**config.mk**
```make
export PLATFORM = sky130hd
export DESIGN_NAME = product_accumulator
export DESIGN_NICKNAME = d
export VERILOG_FILES = /design/src/rtl/pa_pkg.sv /design/src/rtl/pa_in_reg.sv /design/src/rtl/product_accumulator.sv
export SDC_FILE = /design/constraint.sdc
export NUM_CORES = 1
export LEC_CHECK = 0
export ABC_AREA = 0
export BUFFER_PORTS_ARGS = -buffer_cell sky130_fd_sc_hd__buf_2
export CAP_MARGIN = 20
export CORE_MARGIN = 1.5
export CORE_UTILIZATION = 35
export CTS_CLUSTER_DIAMETER = 100
export CTS_CLUSTER_SIZE = 8
export DETAILED_ROUTE_END_ITERATION = 10
export PLACE_DENSITY = 0.59
export SETUP_SLACK_MARGIN = 0.5
export SLEW_MARGIN = 20
export SYNTH_ARGS = -nofsm -noshare
export SYNTH_HDL_FRONTEND = slang
export SYNTH_SLANG_ARGS = --single-unit
```
**constraint.sdc**
```tcl
create_clock -name clk -period 2.7 [get_ports clk]
set_clock_uncertainty 0.1 [all_clocks]
set_input_delay 0 -clock clk [delete_from_list [all_inputs] [get_ports clk]]
set_output_delay 0 -clock clk [all_outputs]
set_load 0.02 [all_outputs]
```
**src/rtl/pa_pkg.sv**
```systemverilog
// Shared types and default widths for the product accumulator datapath.
package pa_pkg;

  localparam int PA_PROD_W = 16;
  localparam int PA_ACC_W  = 24;
  localparam int PA_CNT_W  = 8;

  typedef enum logic [1:0] {
    IDLE = 2'd0,
    ACC  = 2'd1,
    DONE = 2'd2
  } pa_state_t;

endpackage

```
**src/rtl/pa_in_reg.sv**
```systemverilog
// Valid/last/data pipeline register with load and flush; flush wins over load.
module pa_in_reg #(
  parameter int DATA_W = 16
) (
  input  logic              clk,
  input  logic              rst_n,
  input  logic              load,
  input  logic              flush,
  input  logic [DATA_W-1:0] data,
  input  logic              last,
  output logic              reg_valid,
  output logic [DATA_W-1:0] reg_data,
  output logic              reg_last
);

  always_ff @(posedge clk or negedge rst_n) begin
    if (!rst_n) begin
      reg_valid <= 1'b0;
      reg_data  <= '0;
      reg_last  <= 1'b0;
    end else if (flush) begin
      reg_valid <= 1'b0;
      reg_last  <= 1'b0;
    end else begin
      reg_valid <= load;
      if (load) begin
        reg_data <= data;
        reg_last <= last;
      end
    end
  end

endmodule

```
**src/rtl/product_accumulator.sv**
```systemverilog
// Registers multiplier products and sums each in_last-terminated group into a
// wide accumulator, handing the total, beat count and overflow flag downstream.
module product_accumulator
  import pa_pkg::*;
#(
  parameter int PROD_W = PA_PROD_W,
  parameter int ACC_W  = PA_ACC_W,
  parameter int CNT_W  = PA_CNT_W
) (
  input  logic              clk,
  input  logic              rst_n,
  input  logic [PROD_W-1:0] prod_in,
  input  logic              in_valid,
  input  logic              in_last,
  output logic              in_ready,
  input  logic              clear,
  output logic [ACC_W-1:0]  sum_out,
  output logic [CNT_W-1:0]  cnt_out,
  output logic              ovf_out,
  output logic              out_valid,
  input  logic              out_ready
);

  pa_state_t          state, state_next;
  logic               s1_valid, s1_last;
  logic [PROD_W-1:0]  s1_prod;
  logic [ACC_W-1:0]   acc;
  logic [CNT_W-1:0]   cnt;
  logic               ovf;
  logic [ACC_W:0]     acc_sum;
  logic               accept, take, handoff;

  function automatic logic [CNT_W-1:0] sat_inc(input logic [CNT_W-1:0] v);
    return (&v) ? v : v + CNT_W'(1);
  endfunction

  // A pending last beat blocks intake so a group never overlaps its result.
  assign in_ready = rst_n && !clear && (state != DONE) && !(s1_valid && s1_last);
  assign accept   = in_valid && in_ready;
  assign take     = s1_valid && (state != DONE);
  assign handoff  = (state == DONE) && out_ready;
  assign acc_sum  = {1'b0, acc} + {{(ACC_W - PROD_W + 1){1'b0}}, s1_prod};

  // S1: input register
  pa_in_reg #(.DATA_W(PROD_W)) u_in_reg (
    .clk       (clk),
    .rst_n     (rst_n),
    .load      (accept),
    .flush     (clear),
    .data      (prod_in),
    .last      (in_last),
    .reg_valid (s1_valid),
    .reg_data  (s1_prod),
    .reg_last  (s1_last)
  );

  // S2: FSM and accumulator
  always_ff @(posedge clk or negedge rst_n) begin
    if (!rst_n) state <= IDLE;
    else        state <= state_next;
  end

  always_comb begin
    state_next = state;
    case (state)
      IDLE, ACC: if (s1_valid) state_next = s1_last ? DONE : ACC;
      DONE:      if (out_ready) state_next = IDLE;
      default:   state_next = IDLE;
    endcase
    if (clear) state_next = IDLE;
  end

  always_ff @(posedge clk or negedge rst_n) begin
    if (!rst_n) begin
      acc <= '0;
      cnt <= '0;
      ovf <= 1'b0;
    end else if (clear || handoff) begin
      acc <= '0;
      cnt <= '0;
      ovf <= 1'b0;
    end else if (take) begin
      acc <= acc_sum[ACC_W-1:0];
      cnt <= sat_inc(cnt);
      ovf <= ovf | acc_sum[ACC_W];
    end
  end

  assign out_valid = (state == DONE);
  assign sum_out   = acc;
  assign cnt_out   = cnt;
  assign ovf_out   = ovf;

endmodule
```
==> impl_metrics.tcl <==
set metrics [dict create \
    worstMarginPinSlew_ns 0.696 \
    power_density_mw_per_mm2 765 \
    drcViolationCount 0 \
    numCtsBuffers 5 \
    overflow 0 \
    synth_fp_nets 388 \
    yosysUniqueCellTypes 58 \
    hold_viol 0 \
    status "complete, no violations" \
    yosys_register_bits 53 \
    startpoint_type "flip-flop" \
    ys_top_cells_by_area "dfrtp_1 (42%), nand2_1 (9.5%), ha_1 (6.8%)" \
    syn_area_mm2 0.00313 \
    crit_path_max_incr_delay_ns 0.44 \
    drv_cap 0 \
    synthArstFlopShare_pct 100 \
    syn2layout_area_growth_pct 33.9 \
    dr.pass1.iters 4 \
    io_pins 57 \
    synth.yosys.warnings 0 \
    vias 2930 \
    clock_sinks 53 \
    seqPwrFrac_pct 34.8 \
    cp-end-kind "flip-flop" \
    synth_enable_flop_cells 0 \
    irDropWorstVdd_mv 0.309 \
    initial_core_util_pct 36.1 \
    clk_path_buf_depth 2 \
    antenna_left 0 \
    hpwl_mm 5.44 \
    setup_tns_ns 0 \
    fin_crit_sh_pct 88.0 \
    avgSynthCellArea_um2 8.99 \
    yosysTopAreaCell "dfrtp_1" \
    final_nets 484 \
    drive_above_1_share_pct 28.5 \
    rows 34 \
    p_sw_share_pct 41.0 \
    synthCells 348 \
    cp_cell_sequence "ha_4, fa_2, a21o_1, a221oi_4, o221a_4, o21ai_2, xor2_1, a22o_1" \
    max_clock_freq_mhz 421 \
    gp_congestion 0.834 \
    drtIter0Drc 89 \
    min_path_type "in2reg" \
    clkSlewWorstSetupHoldPaths_ns 0.10 \
    fp.dieW_um 97.6 \
    p_clk_share_pct 17.5 \
    tritoncts "done" \
    die_h_um 97.6 \
    reg2reg_setup_slack_ns 0.32 \
    clk_latency_ns 0.31 \
    cts_htree_levels 2 \
    critical-path-slowest-cell "dfrtp_2" \
    viasPerCell 5.30 \
    period_minus_slack_ns 2.38 \
    yosysSeqAreaShare_pct 42.4 \
    port_buffers 56 \
    layout_commonest_cell "nand2_1" \
    leakagePower_nw 1.98 \
    slew_headroom_pct 53.6 \
    synth_ff_type "dfrtp_1" \
    p_int_mw 1.89 \
    grt_pass1_wl_mm 13.5 \
    nFillCells 862 \
    cp.arrival_ns 2.48 \
    comb_power_share_pct 47.6 \
    slew_viol_final 0 \
    rsz0062_at_grt "true" \
    routed_wl_mm 8.11 \
    mostFrequentLayoutCells "nand2_1 (79), buf_2 (56), dfrtp_1 (49), buf_4 (22)" \
    grt_pass1_vias 2868 \
    coreArea_mm2 0.00868 \
    antenna_found_initial 0 \
    grt_usage_pct 17.2 \
    root_buffer "clkbuf_8" \
    power.net_switching_mw 1.32 \
    yosys.area.top_type_share_pct 42.4 \
    hold-worst-slack_ns 0.0974 \
    setup_viol 0 \
    critPathKind "reg2reg" \
    diodes 0 \
    die-area_mm2 0.00952 \
    grt_max_degree 54 \
    wl_per_cell_um 14.7 \
    required_ns 2.80 \
    critPathMaxFanout 3 \
]
==> worst max-delay path, delay by kind of cell (launching register included) <==
family                   cells  cell delay, ns
AO/OA/AOI/OAI                5            1.04
flip-flops                   1            0.44
XOR/XNOR                     1            0.15
adder cells (fa/ha/maj)      2            0.54
==> logic make-up (layout without fill, tap and decap cells) <==
| family | after synthesis | in the layout | share of synthesized area (%) |
|---|---|---|---|
| compound gates | 79 | 79 | 19.0 |
| xor+xnor | 15 | 15 | 4.20 |
| fa+ha+maj | 18 | 18 | 7.44 |
| buf+inv | 22 | 119 | 2.80 |
| flops | 53 | 53 | 42.4 |
| mux | 1 | 1 | 0.320 |
| simple gates | 160 | 160 | 23.9 |
==> metal layers <==
metal / GRT usage [%] / wire, um / up-vias
li1: - / - / 1443
met1: 22.9 / 3810 / 1423
met3: 3.09 / 237 / 10
met4: 4.95 / 82 / 0
met5: 0 / 0 / -
met2: 28.6 / 3980 / 54
==> power by group through the flow <==
stage	clock network, mW	logic, mW	registers, mW
floorplan	0	0.808	1.23
global placement	0	1.27	1.13
detailed placement	0	1.28	1.13
CTS	0.579	1.43	1.11
global route	0.615	1.67	1.14
finish	0.562	1.53	1.12
==> synthesized netlist by cell type (all sizes together), types with 2 or more instances <==
cell type,instances
a21o,2
nor2,22
nand2,79
o21ai,17
or3,8
o211ai,3
xnor2,9
nor4,3
xor2,6
nand4,6
inv,8
and2,5
a211oi,2
nor3,4
a21oi,20
o31ai,3
a22o,7
and3,4
dfrtp,53
buf,6
a2111oi,2
a31o,4
a311oi,3
a31oi,6
nand2b,2
clkbuf,7
nand3,15
a32o,4
ha,17
==> timing repair <==
item,CTS,global route
endpoints found under the setup margin,16,41
hold buffers,20,0
hold endpoints to repair,72,0
pin swaps,25,9
setup buffers,14,4
resized for setup,11,16
==> per-stage QoR <==
step / std cells / instance area (um^2) / util (%) / worst slack, ns / total power [mW]
finish: 553 / 4190 / 48.3 / 0.325 / 3.21
global route: 553 / 4190 / 48.3 / 0.246 / 3.43
CTS: 549 / 4070 / 46.9 / 0.354 / 3.12
detailed placement: 507 / 3600 / 41.5 / 0.214 / 2.41
global placement: 507 / 3600 / 41.5 / 0.263 / 2.40
floorplan: 348 / 3170 / - / 0.311 / 2.04
==> flip-flops by register name (all words and copies together) (netlist names) <==
name                cells
u_in_reg.reg_valid      1
ovf_out                 1
state                   2
sum_out                24
u_in_reg.reg_last       1
cnt_out                 8
u_in_reg.reg_data      16
==> path summary, 6_finish.rpt <==
| path | start | end | cells past startpoint |
|---|---|---|---|
| max | sum_out[0]$_DFFE_PN0P_ | sum_out[12]$_DFFE_PN0P_ | 8 |
| min | in_valid | u_in_reg.reg_valid$_DFF_PN0_ | 3 |
| max reg2reg | sum_out[0]$_DFFE_PN0P_ | sum_out[12]$_DFFE_PN0P_ | 8 |
| min reg2reg | u_in_reg.reg_data[15]$_DFFE_PN0P_ | u_in_reg.reg_data[15]$_DFFE_PN0P_ | 2 |
| max in group asynchronous | rst_n | cnt_out[0]$_DFFE_PN0P_ | 3 |
| min in group asynchronous | rst_n | cnt_out[4]$_DFFE_PN0P_ | 3 |
==> cell type report <==
class	count	area [um^2]	share of cell area, %
Clock inverter	3	46.3	1.10
Inverter	9	37.5	0.896
Clock buffer	5	68.8	1.64
Timing Repair Buffer	102	699	16.7
Tap cell	108	135	3.22
Sequential cell	53	1330	31.8
Multi-Input combinational cell	273	1870	44.7
Power figures use the tool's default switching activity.
